==> src/rtl/pipeline_latch_pkg.sv <==
// Shared types for the pipeline_latch two-entry skid buffer.
package pipeline_latch_pkg;

    localparam int unsigned OCC_W = 2;

    typedef enum logic [1:0] {
        EMPTY = 2'd0,
        ONE   = 2'd1,
        FULL  = 2'd2
    } state_e;

endpackage

==> src/rtl/pipeline_latch_if.sv <==
// Ready/valid handshake bundle between upstream, pipeline_latch and downstream.
interface pipeline_latch_if #(
    parameter int unsigned WIDTH = 32
);
    logic                                 in_valid;
    logic [WIDTH-1:0]                     in_data;
    logic                                 in_ready;
    logic                                 out_valid;
    logic                                 out_ready;
    logic [WIDTH-1:0]                     out_data;
    logic [pipeline_latch_pkg::OCC_W-1:0] occupancy;

    modport master (
        output in_valid, in_data, out_ready,
        input  in_ready, out_valid, out_data, occupancy
    );

    modport slave (
        input  in_valid, in_data, out_ready,
        output in_ready, out_valid, out_data, occupancy
    );
endinterface

==> src/rtl/pipeline_latch_ctrl.sv <==
// Occupancy FSM and handshake decode; emits load enables for the data registers.
module pipeline_latch_ctrl
    import pipeline_latch_pkg::*;
(
    input  logic             clock,
    input  logic             reset,
    input  logic             flush,
    input  logic             in_valid,
    input  logic             out_ready,
    output logic             in_ready,
    output logic             out_valid,
    output logic [OCC_W-1:0] occupancy,
    output logic             load_main,
    output logic             load_skid,
    output logic             skid_to_main
);

    state_e state_q, state_d;
    logic   accept, pop;

    always_ff @(posedge clock) begin
        if (!reset) begin
            state_q <= EMPTY;
        end else begin
            state_q <= state_d;
        end
    end

    // Handshake outputs decode from state only, so out_ready never reaches in_ready.
    always_comb begin
        in_ready  = (state_q != FULL);
        out_valid = (state_q != EMPTY);
        case (state_q)
            ONE:     occupancy = OCC_W'(1);
            FULL:    occupancy = OCC_W'(2);
            default: occupancy = OCC_W'(0);
        endcase
    end

    assign accept = in_valid && in_ready;
    assign pop    = out_valid && out_ready;

    always_comb begin
        state_d      = state_q;
        load_main    = 1'b0;
        load_skid    = 1'b0;
        skid_to_main = 1'b0;
        case (state_q)
            EMPTY: begin
                if (accept) begin
                    load_main = 1'b1;
                    state_d   = ONE;
                end
            end
            ONE: begin
                if (accept && !pop) begin
                    load_skid = 1'b1;
                    state_d   = FULL;
                end else if (!accept && pop) begin
                    state_d = EMPTY;
                end else if (accept && pop) begin
                    load_main = 1'b1;
                end
            end
            FULL: begin
                if (pop) begin
                    skid_to_main = 1'b1;
                    state_d      = ONE;
                end
            end
            default: state_d = EMPTY;
        endcase
        if (flush) begin
            state_d      = EMPTY;
            load_main    = 1'b0;
            load_skid    = 1'b0;
            skid_to_main = 1'b0;
        end
    end

endmodule

==> src/rtl/pipeline_latch.sv <==
// Two-entry skid buffer: main/skid data registers driven by pipeline_latch_ctrl.
// Define PIPELINE_LATCH_TRISTATE_EN to add out_enable and a tri-state out_data drive.
module pipeline_latch
    import pipeline_latch_pkg::*;
#(
    parameter int unsigned      WIDTH       = 32,
    parameter logic [WIDTH-1:0] RESET_VALUE = '0
) (
    input  logic clock,
    input  logic reset,
    input  logic flush,
`ifdef PIPELINE_LATCH_TRISTATE_EN
    input  logic out_enable,
`endif
    pipeline_latch_if.slave bus
);

    logic [WIDTH-1:0] main_q, skid_q;
    logic             load_main, load_skid, skid_to_main;

    pipeline_latch_ctrl u_ctrl (
        .clock        (clock),
        .reset        (reset),
        .flush        (flush),
        .in_valid     (bus.in_valid),
        .out_ready    (bus.out_ready),
        .in_ready     (bus.in_ready),
        .out_valid    (bus.out_valid),
        .occupancy    (bus.occupancy),
        .load_main    (load_main),
        .load_skid    (load_skid),
        .skid_to_main (skid_to_main)
    );

    always_ff @(posedge clock) begin
        if (!reset) begin
            main_q <= RESET_VALUE;
            skid_q <= RESET_VALUE;
        end else begin
            if (load_main) begin
                main_q <= bus.in_data;
            end else if (skid_to_main) begin
                main_q <= skid_q;
            end
            if (load_skid) begin
                skid_q <= bus.in_data;
            end
        end
    end

`ifdef PIPELINE_LATCH_TRISTATE_EN
    assign bus.out_data = out_enable ? main_q : {WIDTH{1'bz}};
`else
    assign bus.out_data = main_q;
`endif

endmodule

==> src/flat_wrapper.sv <==
// flat-port wrapper written by rule: the top's interface ports become plain ports
module pipeline_latch_flat import pipeline_latch_pkg::*;
#(
    parameter int unsigned      WIDTH       = 32,
    parameter logic [WIDTH-1:0] RESET_VALUE = '0
)
  (clock, reset, flush, bus_in_valid, bus_in_data, bus_out_ready, bus_in_ready, bus_out_valid, bus_out_data, bus_occupancy);
  pipeline_latch_if #(.WIDTH(WIDTH)) bus_i ();
  input  logic clock;
  input  logic reset;
  input  logic flush;
  input wire logic [$bits(bus_i.in_valid)-1:0] bus_in_valid;
  input wire logic [$bits(bus_i.in_data)-1:0] bus_in_data;
  input wire logic [$bits(bus_i.out_ready)-1:0] bus_out_ready;
  output wire logic [$bits(bus_i.in_ready)-1:0] bus_in_ready;
  output wire logic [$bits(bus_i.out_valid)-1:0] bus_out_valid;
  output wire logic [$bits(bus_i.out_data)-1:0] bus_out_data;
  output wire logic [$bits(bus_i.occupancy)-1:0] bus_occupancy;
  assign bus_i.in_valid = bus_in_valid;
  assign bus_i.in_data = bus_in_data;
  assign bus_i.out_ready = bus_out_ready;
  assign bus_in_ready = bus_i.in_ready;
  assign bus_out_valid = bus_i.out_valid;
  assign bus_out_data = bus_i.out_data;
  assign bus_occupancy = bus_i.occupancy;
  pipeline_latch #(.WIDTH(WIDTH), .RESET_VALUE(RESET_VALUE)) u_core (.clock(clock), .reset(reset), .flush(flush), .bus(bus_i));
endmodule
==> config.mk <==
export PLATFORM = sky130hd
export DESIGN_NAME = pipeline_latch_flat
export DESIGN_NICKNAME = d
export VERILOG_FILES = /design/src/rtl/pipeline_latch_pkg.sv /design/src/rtl/pipeline_latch_if.sv /design/src/rtl/pipeline_latch_ctrl.sv /design/src/rtl/pipeline_latch.sv /design/src/flat_wrapper.sv
export SDC_FILE = /design/constraint.sdc
export NUM_CORES = 1
export LEC_CHECK = 0
export CAP_MARGIN = 20
export CORE_ASPECT_RATIO = 0.8
export CORE_MARGIN = 10
export CORE_UTILIZATION = 35
export DETAILED_ROUTE_END_ITERATION = 10
export GPL_TIMING_DRIVEN = 0
export RECOVER_POWER = 50
export SETUP_SLACK_MARGIN = 0.02
export SYNTH_ARGS = -nofsm -noshare
export SYNTH_HDL_FRONTEND = slang
export SYNTH_SLANG_ARGS = --single-unit
==> constraint.sdc <==
create_clock -name clock -period 5.7 [get_ports clock]
set_clock_uncertainty 0.05 [all_clocks]
set_input_delay 1.71 -clock clock [delete_from_list [all_inputs] [get_ports clock]]
set_output_delay 1.71 -clock clock [all_outputs]
set_load 0.02 [all_outputs]
* Word level (Yosys, flattened, before mapping)
Cells that the tools add are included.
** Storage, ports and cells
- Bits in registers :: 66
- Input port bits :: 37
- Output and inout bits :: 36
** Operators by class
- Equal/unequal tests :: 6
- Mux-type cells :: 20
- Bitwise gates (word level) :: 1
- Reduce and logical (&&, ||, !) cells :: 12
** Operator list (count)
- 32-bit 2-to-1 mux :: 2
- 1-bit 2-to-1 mux :: 11
- 2-bit 2-to-1 mux :: 4
- 2-bit inequality test (second input constant) :: 3
- 2-bit one-hot mux with 3 select lines :: 1
- 1-bit logical AND :: 5
- 2-bit one-hot mux with 2 select lines :: 1
- 2-bit nonzero test :: 2
- 3-bit inequality test (second input constant) :: 1
- 3-bit AND reduction :: 1
- 2-bit by 1-bit equality test with 1-bit output (second input constant) :: 1
- 2-bit equality test (second input constant) :: 1
- 1-bit zero test :: 2
- 2-bit zero test :: 1
- 1-bit one-hot mux with 2 select lines :: 1
- 2-bit OR reduction :: 1
- 1-bit inverter :: 1

* Logic depth before layout (Yosys ltp)
Gate-level depths: netlist (run 1).
- Depth in word-level cells :: 9
- Depth in mapped cells :: 10

* Hierarchy
A second synthesis (run 1) with hierarchy kept.
** Second synthesis, totals
- Cell total of the unflattened synthesis :: 264
- Area, all modules :: 3138.0 um2
** Modules (own cells, without submodules)
- pipeline_latch :: instances 1, cells an instance 245, area each 2981.6 um2, seq. area each 1281.2 um2
- pipeline_latch_ctrl :: instances 1, cells an instance 19, area each 156.4 um2, seq. area each 40.0 um2

* Worst setup path before layout (run 1)
Ideal clock, no wire load.
- Path kind :: input port to flip-flop
- Start :: in bus_in_valid
- End :: reg u_core.main_q[0], in the netlist u_core.bus.out_data[0]
- Setup time :: 0.122 ns
- Data arrival time :: 2.764 ns
- Slack :: 2.763 ns
- Cell stages on the path :: 6
- Buffers on the path :: 1
- Cell sequence :: and2_1 -> ha_1 -> mux2_4 -> buf_4 -> a32oi_1 -> a21boi_1
** Between the ends
- Word-level cells in the longest chain between the ends :: 8
** Ends and longest elaborated chain
- start: declaration :: line flat_wrapper.sv:12 : input wire logic [$bits(bus_i.in_valid)-1:0] bus_in_valid;
- 1-bit logical AND (*) :: line pipeline_latch_ctrl.sv:40 : assign accept = in_valid && in_ready;
- 1-bit logical AND or 1-bit zero test (tied branches) :: line pipeline_latch_ctrl.sv:61, pipeline_latch_ctrl.sv:59
- 1-bit 2-to-1 mux or 1-bit logical AND (tied branches) :: line pipeline_latch_ctrl.sv:61, pipeline_latch_ctrl.sv:59
- 1-bit 2-to-1 mux :: line pipeline_latch_ctrl.sv:59 : end else if (!accept && pop) begin
- 1-bit 2-to-1 mux :: line pipeline_latch_ctrl.sv:56 : if (accept && !pop) begin
- 1-bit one-hot mux with 2 select lines (*) :: line pipeline_latch_ctrl.sv:48 : case (state_q)
- 1-bit 2-to-1 mux (*) :: line pipeline_latch_ctrl.sv:73 : if (flush) begin
- 32-bit 2-to-1 mux or 2-bit nonzero test (tied branches)
- end signal: assignment :: line pipeline_latch.sv:41 : main_q <= bus.in_data;
- end signal: assignment :: line pipeline_latch.sv:43 : main_q <= skid_q;
- end: declaration :: line pipeline_latch.sv:18 : logic [WIDTH-1:0] main_q, skid_q;
Mark *: on every way between the ends. The rest lies on a longest branch, timed or not.
A chain may end at the register's enable or synchronous reset.

* Worst setup path in the final report (run 1)
- Start :: in bus_in_valid
- End :: reg u_core.skid_q[5]
** Between the ends
- Word-level cells in the longest chain between the ends :: 5
** Ends and longest elaborated chain
- 1-bit logical AND :: line pipeline_latch_ctrl.sv:40
- 1-bit logical AND :: line pipeline_latch_ctrl.sv:56
- 1-bit 2-to-1 mux :: line pipeline_latch_ctrl.sv:56
- 1-bit 2-to-1 mux :: line pipeline_latch_ctrl.sv:48
- 1-bit 2-to-1 mux :: line pipeline_latch_ctrl.sv:73
- end signal: assignment :: line pipeline_latch.sv:46 : skid_q <= bus.in_data;
- end: declaration :: line pipeline_latch.sv:18
No other way between the ends.

==> qor.yml, run 1 <==
syn_area_sq_um: 3029
critical_path_class: "in2reg"
arrival_ns: 3.91
rsz0062_at_grt: "no"
synth_area_leaders: "dfxtp_1 (44%), a21boi_1 (13%), a32oi_1 (9.3%)"
synth.top_cell.area_share_pct: 43.62
start_util_pct: 35.87
gr-total-overflow: 0
p_per_area_nw_per_um2: 259.1
yosysTopAreaCell: "dfxtp_1"
peakVddDrop_v: 0.00009643
tightest_slew_ns: 0.5405
gp_congestion: 0.7772
hpwl_um: 6228
crit_path_start_kind: "input pin"
p_leak_nw: 1.418
layout-drive-gt1-share_pct: 10.27
finalWirelength_um: 8577
cts_hold_buffers: 0
die-width_um: 124.0
syn_inst: 322
nFillCells: 837
end_kind: "flip-flop"
vias: 2712
cts_root_buf: "clkbuf_8"
clk_path_buf_depth: 2
antenna_found_initial: 0
h-tree-depth: 3
dp_slack_ns: 2.033
dp_cells: 505
nets: 443
viasPerCell: 5.205
clock_sinks: 66
slew_headroom_pct: 63.96
hold_viol_final: 0
first_global_vias: 2739
rows: 30
die_area_sq_um: 12800
dr.pass1.iters: 4
async_reset_ff_share_pct: 0
fmax_mhz: 270.5
synth_edf_count: 0
drtIter0Drc: 154
drtAntennaViolNets: 0
portBuffers: 71
slew_viol_final: 0
cts_buffers: 9
synth-seq-cells: 66
period_share_pct: 64.85
seq_area_frac_synth_pct: 43.62
syn2layout_area_growth_pct: 34.20
cp_max_fo: 10
clk_pin_slew_worst_paths_ns: 0.07
synthesis.nets: 361
core_sq_um: 8446
antennaDiodeCount: 0
clk_latency_ns: 0.34
cp.required_ns: 5.91
grt_max_degree: 13
synth_common_cells: "dfxtp_1 (66), nand2_1 (65), a21boi_1 (51)"
yosysMostFrequentCell: "dfxtp_1"
ys_warn_count: 0
finalCriticalPeriod_ns: 3.696
layout.cells.non_filler: 521
worst_slack_ns: 2.004
synth.avg_cell_area_sq_um: 9.407
grt_first_pass_wirelength_um: 13880
finalSetupViolCount: 0
wl_per_cell_um: 16.46
die_h_um: 103.2
status: "finished, final reports clean"
cts_setup_buffers: 0
ys_types: 30
drcViolationCount: 0
worstHoldPathType: "reg2reg"
synthFlopType: "dfxtp_1"
maxCapViolCount: 0
ios: 73
post_cts_resize_count: 0
cts_tree: "yes"
setup_tns_ns: 0
grt_use_total_pct: 13.67
metrics by stage:
| stage | hold WS, ns | area (sq um) | power (mW) | utilization [%] |
|---|---|---|---|---|
| 3_5_place_dp | 0.3950 | 3880 | 0.6374 | 45.94 |
| 6_report | 0.4070 | 4065 | 1.053 | 48.13 |
| 3_3_place_gp | 0.3897 | 3880 | 0.6367 | 45.94 |
| 2_1_floorplan | 0.3847 | 3029 | 0.5657 | - |
| 4_1_cts | 0.4064 | 4099 | 1.068 | 48.53 |
| 5_1_grt | 0.4249 | 4065 | 1.096 | 48.13 |
worst max-delay path, cell delays in order:
cell and delay [ns]:
dlygate4sd3_1 0.63, and2_0 0.19, ha_1 0.21, and4bb_2 0.22, clkbuf_1 0.22, clkbuf_1 0.46, nand2_1 0.10, a21boi_0 0.16
power by group:
part	total [mW]	switching, mW	internal [mW]
clock network	0.434	0.187	0.247
logic	0.137	0.0703	0.0671
registers	0.482	0.00716	0.475
total	1.05	0.264	0.789
final timing paths:
| check | start | to | slack, ns | cells after the start |
|---|---|---|---|---|
| setup / recovery | bus_in_valid | u_core.skid_q[5] | 2.00 | 8 |
| setup reg to reg | u_core.u_ctrl.state_q[1] | u_core.skid_q[5] | 3.21 | 10 |
| hold / removal | u_core.skid_q[9] | u_core.skid_q[9] | 0.41 | 2 |
| hold reg to reg | u_core.skid_q[9] | u_core.skid_q[9] | 0.41 | 2 |
registers in the layout, indices dropped and copies added, names as in the netlist:
| name | flops |
|---|---|
| u_core.skid_q | 32 |
| u_core.bus.out_data | 32 |
| u_core.u_ctrl.state_q | 2 |
final cells by class:
cell class	instances	area (sq um)	share of cell area [%]
clock buffer	10	127.6	3.139
clock inverter	6	91.34	2.247
sequential	66	1321	32.50
timing repair buffer	71	710.7	17.48
tap	112	140.1	3.447
multi-input combinational	216	1440	35.43
buffer	38	226.5	5.571
inverter	2	7.507	0.1847
cells in the final DEF (no fill, tap or decap), types with 2 or more instances in the layout:
cell	netlist	final
nand2_1	65	65
clkbuf_4	3	3
clkinvlp_4	0	3
clkbuf_8	0	9
inv_1	2	2
dfxtp_1	66	66
o211ai_1	32	32
buf_8	3	3
nor2_1	2	2
a21boi_0	13	22
ha_1	2	2
clkdlybuf4s50_1	0	38
a21boi_1	51	42
buf_4	6	4
nand2b_1	3	3
buf_2	13	13
dlygate4sd3_1	0	33
a32oi_1	32	32
bufinv_16	0	2
clkbuf_1	9	15
nand4bb_1	2	2
metal layers:
metal | share of wire (%) | GRT usage, % | vias up
li1 | - | - | 1341
met1 | 46 | 16.84 | 1297
met5 | 0 | 0 | -
met3 | 6.1 | 4.612 | 9
met4 | 1.0 | 3.710 | 0
met2 | 47 | 22.37 | 65
logic make-up after synthesis:
| group | after synthesis | share of synthesized area (%) |
|---|---|---|
| simple gates | 81 | 11.85 |
| mux | 2 | 1.239 |
| flops | 66 | 43.62 |
| buf+inv | 40 | 8.715 |
| fa+ha+maj | 2 | 0.8260 |
| compound gates | 131 | 33.75 |
Power figures use the tool's default switching activity.
==> run 2: changes to the inputs <==
Clock period 5.7 ns to 3.6 ns, I/O delays scaled along.
==> qor.yml, run 2 (synthesized netlist as in run 1, its figures left out) <==
status: "finished, final reports clean"
cts_buffers: 9  # unchanged
maxCapViolCount: 0  # unchanged
setup_tns_ns: 0  # unchanged
p_per_area_nw_per_um2: 408.3  # +58%
layout-drive-gt1-share_pct: 11.00  # +0.73 points
final_common_cell: "dfxtp_1"
die_area_sq_um: 12800  # unchanged
post_dp_cell_area_sq_um: 3880  # unchanged
drtIter0Drc: 136  # -12%
crit_path_start_kind: "input pin"
fmax_mhz: 329.9
h-tree-depth: 3  # unchanged
grt_use_total_pct: 13.67  # unchanged
holdPathStages: 2  # unchanged
antenna_found_initial: 0  # unchanged
peakVddDrop_v: 0.0001528  # +58%
cts_hold_buffers: 0  # unchanged
fin_area_sq_um: 4088  # +0.55%
end_kind: "flip-flop"
worstHoldPathType: "reg2reg"
cp_max_fo: 10  # unchanged
clk_pin_slew_worst_paths_ns: 0.08  # about the same
final_cell_mix: "dfxtp_1 (66), nand2_1 (65), a21boi_1 (42), clkdlybuf4s50_1 (38), dlygate4sd3_1 (33)"
r2r-end: "u_core.bus.out_data[27]"
die_h_um: 103.2  # unchanged
holdPathEnd: "u_core.skid_q[27]"
dr.pass1.iters: 4  # unchanged
period_share_pct: 84.21
portBuffers: 71  # unchanged
nFillCells: 836  # -0.12%
slew_viol_final: 0  # unchanged
r2r_cells: 8  # -2
min_from: "u_core.skid_q[27]"
finalWirelength_um: 8555  # -0.26%
drtAntennaViolNets: 0  # unchanged
tightest_slew_ns: 0.5050  # -0.03551 ns
vias: 2722  # +0.37%
syn2layout_area_growth_pct: 34.94
cts_tree: "yes"
drcViolationCount: 0  # unchanged
gp_congestion: 0.7772  # unchanged
critical_path_class: "in2reg"
r2r-start: "u_core.u_ctrl.state_q[1]"
ios: 73  # unchanged
clock_sinks: 66  # unchanged
clk_latency_ns: 0.34  # about the same
rsz0062_at_grt: "no"
viasPerCell: 5.225  # +0.37%
p_leak_nw: 1.433  # +1.1%
rows: 30  # unchanged
r2r_slack_ns: 1.17  # -2.04 ns
post_cts_resize_count: 0  # unchanged
hpwl_um: 6228  # unchanged
grt_first_pass_wirelength_um: 13880  # unchanged
start_util_pct: 35.87  # unchanged
hold_viol_final: 0  # unchanged
grt_max_degree: 13  # unchanged
cts_root_buf: "clkbuf_8"
wl_per_cell_um: 16.42  # -0.26%
clk_path_buf_depth: 2  # unchanged
nets: 443  # unchanged
die-width_um: 124.0  # unchanged
gr-total-overflow: 0  # unchanged
antennaDiodeCount: 0  # unchanged
core_sq_um: 8446  # unchanged
slew_headroom_pct: 66.33  # +2.4 points
cts_setup_buffers: 0  # unchanged
arrival_ns: 3.21  # -0.70 ns
finalCriticalPeriod_ns: 3.031
first_global_vias: 2739  # unchanged
cp.required_ns: 3.78  # -2.13 ns
finalSetupViolCount: 0  # unchanged
[run 2: layout make-up]
| cell class | count | area, sq um | share of cell area, % |
|---|---|---|---|
| multi-input combinational | 216 | 1440 | 35.23 |
| sequential | 66 | 1321 | 32.32 |
| timing repair buffer | 71 | 710.7 | 17.39 |
| buffer | 38 | 249.0 | 6.091 |
| tap | 112 | 140.1 | 3.428 |
| clock buffer | 10 | 127.6 | 3.122 |
| clock inverter | 6 | 91.34 | 2.234 |
| inverter | 2 | 7.507 | 0.1837 |
[run 2: per-stage QoR]
step | hold WS [ns] | setup slack (ns) | total power [mW] | cells | util, %
2_1_floorplan | 0.3847 | 1.293 | 0.8956 | 322 | -
3_3_place_gp | 0.3897 | 0.5755 | 1.008 | 505 | 45.94
3_5_place_dp | 0.3950 | 0.5627 | 1.009 | 505 | 45.94
4_1_cts | 0.4064 | 0.7293 | 1.690 | 521 | 48.53
5_1_grt | 0.4249 | 0.4739 | 1.736 | 521 | 48.40
6_report | 0.4052 | 0.5686 | 1.669 | 521 | 48.40
[run 2: layer usage]
layer | vias to the layer above | track usage (%) | routed length (um)
met5 | - | 0 | 0
met4 | 0 | 3.710 | 89
met3 | 10 | 4.612 | 465
met2 | 57 | 22.37 | 4024
met1 | 1313 | 16.84 | 3975
li1 | 1342 | - | -
[run 2: worst max path at each step]
stage          slack, ns  cells after the start                      end                     start
2_1_floorplan       1.29                      6   u_core.bus.out_data[0]              bus_in_valid
3_3_place_gp        0.58                      7  u_core.bus.out_data[14]              bus_in_valid
3_5_place_dp        0.56                      7  u_core.bus.out_data[14]              bus_in_valid
4_1_cts             0.73                      4         bus_occupancy[1]  u_core.u_ctrl.state_q[0]
5_1_grt             0.47                      7  u_core.bus.out_data[29]              bus_in_valid
6_report            0.57                      7  u_core.bus.out_data[27]              bus_in_valid
[run 2: report_power, final]
group | switching (mW) | total, mW | internal, mW
Combinational | 0.111 | 0.218 | 0.107
Sequential | 0.0113 | 0.763 | 0.752
Clock | 0.296 | 0.687 | 0.391
[run 2: critical path, cell delays in order]
cell and delay (ns):
dlygate4sd3_1 0.61, and2_0 0.19, ha_1 0.24, mux2_1 0.40
clkbuf_1 0.29, a32oi_1 0.31, a21boi_1 0.09
